`src/rtl/alu_seq.sv`:
```
// rtl/alu_seq.sv - handshaked ALU with pre-shifted operand B and registered result/flags
// Define ALU_MUL_EN to build the multi-cycle shift-add MUL datapath (opcode 110).
module alu_seq #(
  parameter int WIDTH = 8,
  localparam int SHW = $clog2(WIDTH)
) (
  input  logic             clk,
  input  logic             reset,
  input  logic             in_valid,
  output logic             in_ready,
  input  logic [WIDTH-1:0] a,
  input  logic [WIDTH-1:0] b,
  input  logic [SHW-1:0]   shamt,
  input  logic [1:0]       shift_mode,
  input  logic [2:0]       alu_control,
  output logic             out_valid,
  input  logic             out_ready,
  output logic [WIDTH-1:0] result,
  output logic [3:0]       alu_flags
);

  localparam logic [2:0] OP_ADD = 3'b000;
  localparam logic [2:0] OP_SUB = 3'b001;
  localparam logic [2:0] OP_AND = 3'b010;
  localparam logic [2:0] OP_OR  = 3'b011;
  localparam logic [2:0] OP_XOR = 3'b100;
  localparam logic [2:0] OP_ABS = 3'b101;
  localparam logic [WIDTH-1:0] MOST_NEG = {1'b1, {(WIDTH-1){1'b0}}};

`ifdef ALU_MUL_EN
  localparam logic [2:0]     OP_MUL   = 3'b110;
  localparam logic [SHW-1:0] CNT_LAST = SHW'(WIDTH - 1);
  typedef enum logic [1:0] {IDLE = 2'd0, EXEC = 2'd1, DONE = 2'd2} state_t;

  logic [2*WIDTH-1:0] acc;
  logic [2*WIDTH-1:0] mcand;
  logic [WIDTH-1:0]   mplier;
  logic [SHW-1:0]     cnt;
  logic               fin;
`else
  typedef enum logic [1:0] {IDLE = 2'd0, DONE = 2'd2} state_t;
`endif

  state_t           state;
  logic             accept;
  logic             is_sub;
  logic             c_flag;
  logic             v_flag;
  logic [SHW-1:0]   rot;
  logic [WIDTH-1:0] b_sh;
  logic [WIDTH-1:0] bx;
  logic [WIDTH-1:0] abs_a;
  logic [WIDTH-1:0] res_c;
  logic [WIDTH:0]   sum;
  logic [3:0]       flags_c;

  assign in_ready  = ~reset && (state == IDLE || (state == DONE && out_ready));
  assign out_valid = (state == DONE);
  assign accept    = in_valid && in_ready;

  always_comb begin
    rot = SHW'(shamt % WIDTH);
    case (shift_mode)
      2'b00:   b_sh = b << shamt;
      2'b01:   b_sh = b >> shamt;
      2'b10:   b_sh = $unsigned($signed(b) >>> shamt);
      default: b_sh = (b >> rot) | (b << (WIDTH - int'(rot)));
    endcase

    // SUB shares the adder: a + ~b' + 1, so carry-out doubles as "no borrow"
    is_sub  = (alu_control == OP_SUB);
    bx      = is_sub ? ~b_sh : b_sh;
    sum     = {1'b0, a} + {1'b0, bx} + {{WIDTH{1'b0}}, is_sub};
    abs_a   = a[WIDTH-1] ? (~a + WIDTH'(1)) : a;
    res_c   = '0;
    c_flag  = 1'b0;
    v_flag  = 1'b0;
    case (alu_control)
      OP_ADD, OP_SUB: begin
        res_c  = sum[WIDTH-1:0];
        c_flag = sum[WIDTH];
        v_flag = (a[WIDTH-1] == bx[WIDTH-1]) && (sum[WIDTH-1] != a[WIDTH-1]);
      end
      OP_AND: res_c = a & b_sh;
      OP_OR:  res_c = a | b_sh;
      OP_XOR: res_c = a ^ b_sh;
      OP_ABS: begin
        res_c  = abs_a;
        v_flag = (a == MOST_NEG);
      end
      default: res_c = '0;
    endcase
    flags_c = {res_c[WIDTH-1], res_c == '0, c_flag, v_flag};
  end

  always_ff @(posedge clk or posedge reset) begin
    if (reset) begin
      state     <= IDLE;
      result    <= '0;
      alu_flags <= '0;
`ifdef ALU_MUL_EN
      acc       <= '0;
      mcand     <= '0;
      mplier    <= '0;
      cnt       <= '0;
      fin       <= 1'b0;
`endif
    end else begin
      case (state)
        IDLE, DONE: begin
          if (accept) begin
`ifdef ALU_MUL_EN
            if (alu_control == OP_MUL) begin
              state  <= EXEC;
              acc    <= '0;
              mcand  <= {{WIDTH{1'b0}}, a};
              mplier <= b_sh;
              cnt    <= '0;
              fin    <= 1'b0;
            end else
`endif
            begin
              state     <= DONE;
              result    <= res_c;
              alu_flags <= flags_c;
            end
          end else if (state == DONE && out_ready) begin
            state <= IDLE;
          end
        end
`ifdef ALU_MUL_EN
        // One multiplier bit per edge; the extra fin edge publishes the product
        EXEC: begin
          if (fin) begin
            state     <= DONE;
            result    <= acc[WIDTH-1:0];
            alu_flags <= {acc[WIDTH-1], acc[WIDTH-1:0] == '0, |acc[2*WIDTH-1:WIDTH], 1'b0};
          end else begin
            if (mplier[0]) acc <= acc + mcand;
            mcand  <= mcand << 1;
            mplier <= mplier >> 1;
            if (cnt == CNT_LAST) fin <= 1'b1;
            else                 cnt <= cnt + SHW'(1);
          end
        end
`endif
        default: state <= IDLE;
      endcase
    end
  end

endmodule

```
`config.mk`:
```
export PLATFORM = sky130hd
export DESIGN_NAME = alu_seq
export DESIGN_NICKNAME = d
export VERILOG_FILES = /design/src/rtl/alu_seq.sv
export SDC_FILE = /design/constraint.sdc
export NUM_CORES = 1
export LEC_CHECK = 0
export ABC_AREA = 1
export CAP_MARGIN = 20
export CORE_ASPECT_RATIO = 0.8
export CORE_MARGIN = 2
export CORE_UTILIZATION = 50
export DETAILED_ROUTE_END_ITERATION = 7
export PLACE_DENSITY = 0.83
export SLEW_MARGIN = 15
export SYNTH_ARGS = -nofsm -noshare
export SYNTH_HDL_FRONTEND = slang
export SYNTH_SLANG_ARGS = --single-unit
```
`constraint.sdc`:
```
create_clock -name clk -period 1.6 [get_ports clk]
set_clock_uncertainty 0.15 [all_clocks]
set_input_delay 0.32 -clock clk [delete_from_list [all_inputs] [get_ports clk]]
set_output_delay 0.32 -clock clk [all_outputs]
set_load 0.005 [all_outputs]
```
==> impl_summary.txt, run 1 <==
----------------------------------------------------
[Yosys]
  Most common flop cell mapped by yosys ... dfrtp_1
  Most numerous cell types in the synthesized netlist ... 115 x nand2_1, 55 x inv_1, 43 x nand3_1
  Async SR Flop Fraction ... 1.000
  Leading cell types by total area after synthesis ... nand2_1 17%, ha_1 15%, dfrtp_1 12%
  EDFF count, synth ... 0
  Summed instance area of the synthesized netlist ... between 0.002 and 0.0025 mm^2
  Mean area per synthesized cell ... approximately 6.0 um^2
  Post-synthesis sequential area ratio ... 0.1202
  Post-synth top area share ... 0.1728
  Most used standard cell by instance count after synthesis ... nand2_1
  Distinct cells, synth ... 41
  Post-Synthesis Cells ... around 420
  Number of storage elements in the synthesis netlist ... 12
  Largest area contributor in the synthesized netlist ... nand2_1
  Synth warnings ... 0
  Synth Net Count ... between 400 and 500

[Floorplanning]
  Die area ... 0.005582 mm^2
  Core outline area ... approximately 0.0047 mm^2
  Starting utilization of the core area ... 0.5308
  I/O pins ... 42
  Die extent in y ... around 67 um
  Die width ... slightly above 80 um
  Standard-cell rows ... 22

[Run]
  Max-cap violations ... 0

[Power]
  Leakage dissipation ... around 2.5 nW
  Areal power density over the cells ... 637.2 mW/mm^2
  Internal Pwr Total ... around 1.5 mW
  Maximum resistive drop on vdd ... 496.6 uV
  Proportion of power drawn by combinational gates ... 0.728
  Switching fraction of total power ... 0.4752
  NetSw ... around 1.3 mW
  Share of power burned in the clock network ... 0.129
  Flop pwr share ... 0.143

[Worst setup path]
  Required time worst endpoint ... ~1.6 ns
  Count of cells along the worst register-to-register path ... 13
  Cell-by-cell trace of the critical path ... buf_8, buf_6, inv_8, ha_4, xor2_4, buf_6, o211ai_1, nand3_1, nand2_2, xor2_2, ha_1, buf_6, nand2_4, nor2_2, a211oi_2, nand2_2, nand2_4, nand3_2, nand2_1, nor2_2, nand2_1, nand2_1
  Arrival time worst endpoint ... 3.78 ns
  Slack of the worst reg-to-reg path ... -0.50 ns
  CP endpoint kind ... register
  Cell type of the slowest stage on the worst timing path ... o211ai_1
  Max Fanout on Critical Path ... 4
  Kind of launch point of the worst setup path ... primary input
  RR Endpoint ... alu_flags[2]$_DFFE_PP0P_
  Category of the most critical setup path ... in -> reg
  Startpoint of the most critical register-to-register path ... state[1]$_DFFE_PP0P_
  Biggest cell delay along the critical path ... roughly 0.52 ns

[Detailed routing]
  Antenna Nets Post-Route ... 0
  TritonRoute pass-1 iters ... 8
  Routed vias/inst ... 6.936
  Initial DRC Count ... 882
  Routed Wire Length ... between 15,000 and 20,000 um
  Drt drc ... roughly 200
  Routed len/inst ... 24.38 um
  Total number of vias ... between 4,000 and 5,000

[Placed design]
  Cell count after placement ... around 600
  Half-perimeter wire length of the detailed placement result ... between 8000 and 9000 um
  Buffers on Ports ... 41
  Weighted congestion at the end of routability-driven global placement ... between 1 and 1.5
  Pre-CTS setup slack ... -2.391 ns

[Timing]
  Part of the cycle the worst path needs ... 2.364
  Worst slew margin relative to its limit ... 0.5877
  Transition at the pin with the smallest max-transition slack ... around 0.6 ns
  Final worst path period need ... approximately 3.8 ns
  Max Clock Freq ... around 260 MHz
  Slew Viols, Final ... 0
  Setup repair after global routing missed its margin ... true
  Total count of hold-check failures in the final report ... 0
  Setup violators final ... 12
  Worst setup margin ... -2.182 ns

[Clock tree]
  Register clock-pin slew on the reported worst setup and hold paths ... about 0.060 ns
  Max H-tree Level ... 1
  TritonCTS buffer count ... 3
  Count of clock tree sinks ... 12
  Maximum clock path buffer count ... 2
  Skew-Pair Late Insertion Delay ... between 0.2 and 0.3 ns
  TritonCTS clock tree ... done
  Cell at the root of the clock tree ... clkbuf_8

[GRT]
  Wire length of the first global-routing pass ... between 15,000 and 20,000 um
  Largest net degree at the start of global routing ... 17
  Total congestion overflow after global routing ... 0
  Number of global-route vias before repair ... roughly 3,800
  Global router's overall resource usage ... 0.4308
  Initial antenna violation count ... 1

[Hold path]
  Type of the most critical hold path ... in -> async

[Finish]
  Post-synthesis to final-layout area growth ... 77.62%
  N_diodes ... 0
  Post-layout nets ... roughly 640
  Share of post-route cells with drive strength above 1 ... 0.4120
  Final standard cell count with taps included and fillers excluded ... 645

[Status]
  Outcome ... finished with violations
  Violated checks ... design-rule violations, negative setup slack

----------------------------------------------------
-- sequential cells by signal, summed over array words and instances (netlist names) --
signal     cells
alu_flags      3
result         8
state          1
-- metal layers --
metal,share of wire,vias up,wire (um),global-route usage
li1,-,1717,-,-
met2,0.38,589,6047,0.6946
met3,0.18,241,2765,0.1296
met4,0.12,0,1915,0.2316
met1,0.32,1927,5000,0.5267
met5,0,-,0,0
-- worst max-delay path: cells and delay by family --
| family | cells | cell delay, ns |
|---|---|---|
| buffers and inverters | 5 | 0.48 |
| adder cells (fa/ha/maj) | 2 | 0.47 |
| AO/OA/AOI/OAI | 2 | 0.88 |
| XOR/XNOR | 2 | 0.37 |
| AND/OR/NAND/NOR | 11 | 1.24 |
-- how the worst max path moves through the flow --
stage                   from                  endpoint  slack (ns)
finish              shamt[1]  alu_flags[2]$_DFFE_PP0P_       -2.18
global route        shamt[1]  alu_flags[2]$_DFFE_PP0P_       -2.27
CTS                 shamt[1]  alu_flags[2]$_DFFE_PP0P_       -1.55
detailed placement  shamt[0]  alu_flags[2]$_DFFE_PP0P_       -2.39
global placement    shamt[0]  alu_flags[2]$_DFFE_PP0P_       -2.27
floorplan           shamt[1]  alu_flags[2]$_DFFE_PP0P_       -1.45
-- placed cells by master, fill, tap and decap left out, types with 5 or more instances in the layout --
cell             netlist  routed
buf_4                  4     118
nand2_1              115      96
inv_1                 55      44
nand3_1               43      31
ha_1                  29      26
nor2_1                32      22
o21ai_0               35      21
nand2_2                2      18
inv_2                  6      14
buf_6                  1      14
clkdlybuf4s50_1        0      13
nand3_2                2      12
dfrtp_1               12      12
a21oi_1               16      11
dlygate4sd2_1          0      11
dlymetal6s2s_1         0       9
nor2_2                 3       8
o21ai_2                1       8
nand2_4                4       7
o21ai_1                0       7
nor2_4                 1       6
nor3_1                 8       6
o211ai_1               5       5
-- logic make-up (layout without fill, tap and decap cells) --
kind of cell | after synthesis | after routing | synth area share
AO/OA/AOI/OAI | 79 | 79 | 0.1923
buffers and inverters | 68 | 238 | 0.1112
AND/OR/NAND/NOR | 218 | 218 | 0.3921
XOR/XNOR | 8 | 8 | 0.03105
flip-flops | 12 | 12 | 0.1202
adder cells (fa/ha/maj) | 30 | 30 | 0.1532
-- stage by stage --
stage	power, mW	cell area [um^2]	utilization	hold slack [ns]	TNS [ns]
2_1_floorplan	1.164	2664	-	0.03470	-12.58
3_3_place_gp	1.821	3909	0.8304	0.3121	-21.94
3_5_place_dp	1.885	3909	0.8304	0.3182	-23.29
4_1_cts	2.402	4260	0.9051	0.1053	-13.95
5_1_grt	2.927	4438	0.9429	0.1342	-19.68
6_report	2.828	4438	0.9429	0.1332	-19.17
-- layout make-up --
class,count,area (um^2)
clock buffer,4,55.05
fill,152,269.0
inverter,61,241.5
multi-input combinational,335,2283
sequential,12,300.3
tap,60,75.07
timing repair buffer,173,1483
-- power groups by stage --
stage | Sequential [mW] | Clock (mW) | Combinational [mW]
floorplan | 0.400 | 0 | 0.764
global placement | 0.394 | 0 | 1.43
detailed placement | 0.398 | 0 | 1.49
CTS | 0.394 | 0.348 | 1.66
global route | 0.403 | 0.415 | 2.11
finish | 0.403 | 0.366 | 2.06
-- repair_timing --
action	in CTS	in global routing
setup endpoints to repair	16	20
hold buffers	0	0
pin swaps	40	36
resized for setup	93	51
setup buffers	24	10
(Power assumes the default switching activity.)
==> run 2, diff against run 1 <==
Settings changed: CORE_UTILIZATION 50 to 51, CTS_BUF_LIST set to sky130_fd_sc_hd__clkbuf_2, GPL_ROUTABILITY_DRIVEN set to 0, PLACE_DENSITY 0.83 to 0.84.
==> impl_summary.txt, run 2 <==
----------------------------------------------------
[Yosys]
  Synth warnings ... 0 (unchanged)
  Post-Synthesis Cells ... 415 (unchanged)
  Number of storage elements in the synthesis netlist ... 12 (unchanged)
  Leading cell types by total area after synthesis ... nand2_1 17%, ha_1 15%, dfrtp_1 12% (unchanged)
  Post-synthesis sequential area ratio ... 0.1202 (unchanged)
  Most used standard cell by instance count after synthesis ... nand2_1 (unchanged)
  EDFF count, synth ... 0 (unchanged)
  Post-synth top area share ... 0.1728 (unchanged)
  Largest area contributor in the synthesized netlist ... nand2_1 (unchanged)
  Distinct cells, synth ... 41 (unchanged)
  Synth Net Count ... 473 (unchanged)
  Summed instance area of the synthesized netlist ... 0.002499 mm^2 (unchanged)
  Most numerous cell types in the synthesized netlist ... 115 x nand2_1, 55 x inv_1, 43 x nand3_1 (unchanged)
  Async SR Flop Fraction ... 1.000 (unchanged)
  Mean area per synthesized cell ... 6.021 um^2 (unchanged)
  Most common flop cell mapped by yosys ... dfrtp_1 (unchanged)

[Floorplanning]
  Standard-cell rows ... 22 (unchanged)
  Starting utilization of the core area ... 0.5371 (was 0.5308)
  Die extent in y ... 66.61 um (was 67.23 um)
  Die width ... 82.26 um (was 83.04 um)
  I/O pins ... 42 (unchanged)

[Status]
  Outcome ... aborted with a tool error (was finished with violations)
  Fail Step ... global routing
  Halt Reason ... [ERROR GRT-0232] Routing congestion too high. Check the congestion heatmap in the GUI.

[Timing]
  Critical endpoint after global-route timing repair ... alu_flags[2]$_DFFE_PP0P_/D
  Worst EP kind ... register input

[Clock tree]
  Max H-tree Level ... 1 (unchanged)
  Cell at the root of the clock tree ... clkbuf_2 (was clkbuf_8)
  Cts hold-fix bufs ... 0 (unchanged)
  TritonCTS buffer count ... 3 (unchanged)
  Count of clock tree sinks ... 12 (unchanged)
  Maximum clock path buffer count ... 2 (unchanged)

[Placed design]
  Half-perimeter wire length of the detailed placement result ... 7952 um (was 8011 um)
  Buffers on Ports ... 41 (unchanged)

[GRT]
  Global router's overall resource usage ... 0.7406
  Total congestion overflow after global routing ... 36
  Largest net degree at the start of global routing ... 17

----------------------------------------------------
[run 2: cell counts after synthesis]
No cell type changed its count.
[run 2: per-layer routing]
metal,overflow,GRT usage
met5,0,0.07778
met3,1,0.5867
met4,14,0.7313
met1,1,0.7484
met2,20,0.9103
[run 2: timing repair]
action	4_1_cts
endpoints found under the setup margin	23
gates resized for setup	133
setup buffers	19
pin swaps	59
[run 2: cells by family after synthesis]
| kind of cell | count (synthesis) | synth area share |
|---|---|---|
| AOI/OAI and AO/OA | 79 | 0.1923 |
| xor gates and xnor gates | 8 | 0.03105 |
| adders and majority gates | 30 | 0.1532 |
| buffers and inverters | 68 | 0.1112 |
| DFF | 12 | 0.1202 |
| and+or+nand+nor | 218 | 0.3921 |
[run 2: metrics by stage]
stage	setup TNS [ns]	area [um^2]	instances	worst slack [ns]
floorplan	-12.58	2664	415	-1.451
global placement	-21.20	3931	616	-2.150
detailed placement	-22.64	3931	616	-2.373
CTS	-12.10	4268	636	-1.441
==> run 3, diff against run 2 <==
Settings changed: CORE_ASPECT_RATIO 0.8 to not set, CORE_UTILIZATION 51 to 40, CTS_BUF_LIST sky130_fd_sc_hd__clkbuf_2 to not set, PLACE_DENSITY 0.84 to not set, PLACE_DENSITY_LB_ADDON set to 0.15.
Clock period 1.6 ns to 2.1 ns, I/O delays scaled along.
==> impl_summary.txt, run 3 (synthesis gave the netlist of run 1 again) <==
----------------------------------------------------
[Power]
  Areal power density over the cells ... approximately 440 mW/mm^2
  Leakage dissipation ... approximately 2.4 nW
  Maximum resistive drop on vdd ... ~560 uV

[Timing]
  Worst slew margin relative to its limit ... 0.6322
  Sum of negative setup slack ... -9.919 ns
  Setup violators final ... 11
  Slew Viols, Final ... 0
  Final-layout worst hold slack ... around 0.33 ns
  Final worst path period need ... 3.311 ns
  Max Clock Freq ... a little over 300 MHz
  Setup repair after global routing missed its margin ... true
  Total count of hold-check failures in the final report ... 0
  Transition at the pin with the smallest max-transition slack ... around 0.55 ns
  Part of the cycle the worst path needs ... 1.577
  Worst setup margin ... -1.211 ns

[Clock tree]
  Skew-Pair Late Insertion Delay ... ~0.24 ns
  Maximum clock path buffer count ... 2 (unchanged)
  TritonCTS clock tree ... done
  TritonCTS buffer count ... 3 (unchanged)
  Count of clock tree sinks ... 12 (unchanged)
  Max H-tree Level ... 1 (unchanged)
  Cell at the root of the clock tree ... clkbuf_8 (was clkbuf_2)
  Register clock-pin slew on the reported worst setup and hold paths ... around 0.05 ns

[Worst setup path]
  RR Endpoint ... alu_flags[2]$_DFFE_PP0P_
  Largest delay contributor family on the critical path ... simple AND/OR/NAND/NOR gates
  Number of stages on the worst setup path ... 24
  Slack of the worst reg-to-reg path ... between 0.15 and 0.2 ns
  Biggest cell delay along the critical path ... ~0.43 ns
  Count of cells along the worst register-to-register path ... 13
  Total buffers and inverters traversed by the critical path ... 4
  Kind of launch point of the worst setup path ... primary input
  Startpoint of the most critical register-to-register path ... state[1]$_DFFE_PP0P_
  Required time worst endpoint ... about 2.1 ns
  Critical Path Start ... shamt[0]
  Category of the most critical setup path ... in -> reg
  Cell-by-cell trace of the critical path ... buf_12, buf_8, nand2_4, nand2_2, nand2_2, o21a_1, inv_1, a21oi_2, inv_2, o31ai_4, xor2_2, fa_2, nand3_2, nand3_2, or2_4, nand3_2, nand4_1, nor2_1, nand2_1, nor2_1, nand3_1, nor2_1, nand2_1, nand2_1
  Arrival time worst endpoint ... 3.35 ns
  Crit path capture ... alu_flags[2]$_DFFE_PP0P_
  CP endpoint kind ... register
  Cell type of the slowest stage on the worst timing path ... fa_2
  Max Fanout on Critical Path ... 6

[GRT]
  Number of global-route vias before repair ... roughly 3,700
  Largest net degree at the start of global routing ... 17
  Global router's overall resource usage ... 0.2845
  Wire length of the first global-routing pass ... 16,410 um
  Initial antenna violation count ... 0
  Total congestion overflow after global routing ... 0

[Detailed routing]
  Met2 wire len ... 5149 um
  Met1 WL ... slightly above 4000 um
  Routed len/inst ... ~15 um
  TritonRoute pass-1 iters ... 5
  WL met3 ... 559 um
  Routed Wire Length ... between 10,000 and 15,000 um
  Initial DRC Count ... 185
  Total number of vias ... between 3,000 and 4,000
  Drt drc ... 0
  Antenna Nets Post-Route ... 0
  Routed vias/inst ... around 5.4
  Highest metal layer used by the detailed router ... met4

[Finish]
  Final cell utilization of the core ... 0.7602
  Highest-count cells in the layout ignoring fill and taps ... 128 x buf_4, 99 x nand2_1, 48 x inv_1
  Flip-flop count of the largest register after layout ... 8
  Register with the highest flop count ... result
  N_diodes ... 0
  Post-route design area ... 0.004554 mm^2
  Post-layout nets ... around 650
  Most common cell after layout, fill and taps aside ... buf_4
  Share of post-route cells with drive strength above 1 ... 0.4259
  Post-synthesis to final-layout area growth ... 82.27%
  Biggest regs ... result (8), alu_flags (3), state (1)

[Placed design]
  Standard cell area after detailed placement ... 0.003958 mm^2 (was 0.003931 mm^2)
  Pre-CTS setup slack ... -1.956 ns (was -2.373 ns)
  Half-perimeter wire length of the detailed placement result ... 7644 um (was 7952 um)
  Buffers on Ports ... 41 (unchanged)

[Floorplanning]
  Standard-cell rows ... 28 (was 22)
  I/O pins ... 42 (unchanged)
  Die extent in y ... 83.04 um (was 66.61 um)
  Die area ... between 0.006 and 0.007 mm^2
  Core outline area ... between 0.005 and 0.006 mm^2
  Starting utilization of the core area ... 0.4171 (was 0.5371)
  Die width ... 83.04 um (was 82.26 um)

[Run]
  Max-cap violations ... 0

[Status]
  Outcome ... finished with violations (was aborted with a tool error)
  Violated checks ... negative setup slack

[Hold path]
  Type of the most critical hold path ... reg -> reg

----------------------------------------------------
[run 3: layer usage]
layer / track usage / vias up
li1: - / 1731
met2: 0.5110 / 148
met3: 0.04076 / 53
met5: 0 / -
met4: 0.1267 / 0
met1: 0.3331 / 1667
[run 3: power breakdown]
group	internal [mW]	total (mW)	leakage [nW]	switching, mW
clock network	0.166	0.257	0.0288	0.0906
registers	0.275	0.298	0.152	0.0233
logic	0.735	1.44	2.18	0.704
total	1.18	1.99	2.37	0.818
[run 3: through the flow]
stage / std cells / total power, mW
global placement: 637 / 1.406
global route: 669 / 2.135
floorplan: 415 / 0.8872
detailed placement: 637 / 1.438
CTS: 666 / 1.865
finish: 669 / 1.994
[run 3: worst register-to-register path, cell delays in order (launching register included)]
cell,delay (ns)
dfrtp_1,0.37
inv_1,0.08
nor2_1,0.05
nor2_1,0.11
nand2_1,0.13
nor3_2,0.25
nand2_1,0.12
nor2_1,0.13
nand2_1,0.06
nor2_1,0.09
nand3_1,0.08
nor2_1,0.12
nand2_1,0.05
nand2_1,0.05
[run 3: layout make-up]
cell class	count	area (um^2)
repair buffers	182	1526
fillers	442	1436
clock buffers	4	55.05
multi-input cells	335	2337
flip-flops and latches	12	300.3
inverters	61	241.5
well taps	75	93.84
[run 3: repair_timing]
action | in CTS | in global routing
pin swaps | 45 | 35
resized for setup | 88 | 48
gates cloned | 0 | 0
endpoints found under the setup margin | 12 | 11
buffers inserted | 27 | 7
hold buffers | 0 | 0
hold endpoints to repair | 0 | 0
[run 3: how the worst min path moves through the flow]
stage                                from                        to  slack [ns]  cells after the start
CTS                 result[5]$_DFFE_PP0P_     result[5]$_DFFE_PP0P_        0.33                      2
global route        result[5]$_DFFE_PP0P_     result[5]$_DFFE_PP0P_        0.34                      2
finish              result[5]$_DFFE_PP0P_     result[5]$_DFFE_PP0P_        0.33                      2
floorplan                           reset  alu_flags[0]$_DFFE_PP0P_        0.13                      1
detailed placement  result[5]$_DFFE_PP0P_     result[5]$_DFFE_PP0P_        0.32                      2
global placement    result[4]$_DFFE_PP0P_     result[4]$_DFFE_PP0P_        0.32                      2
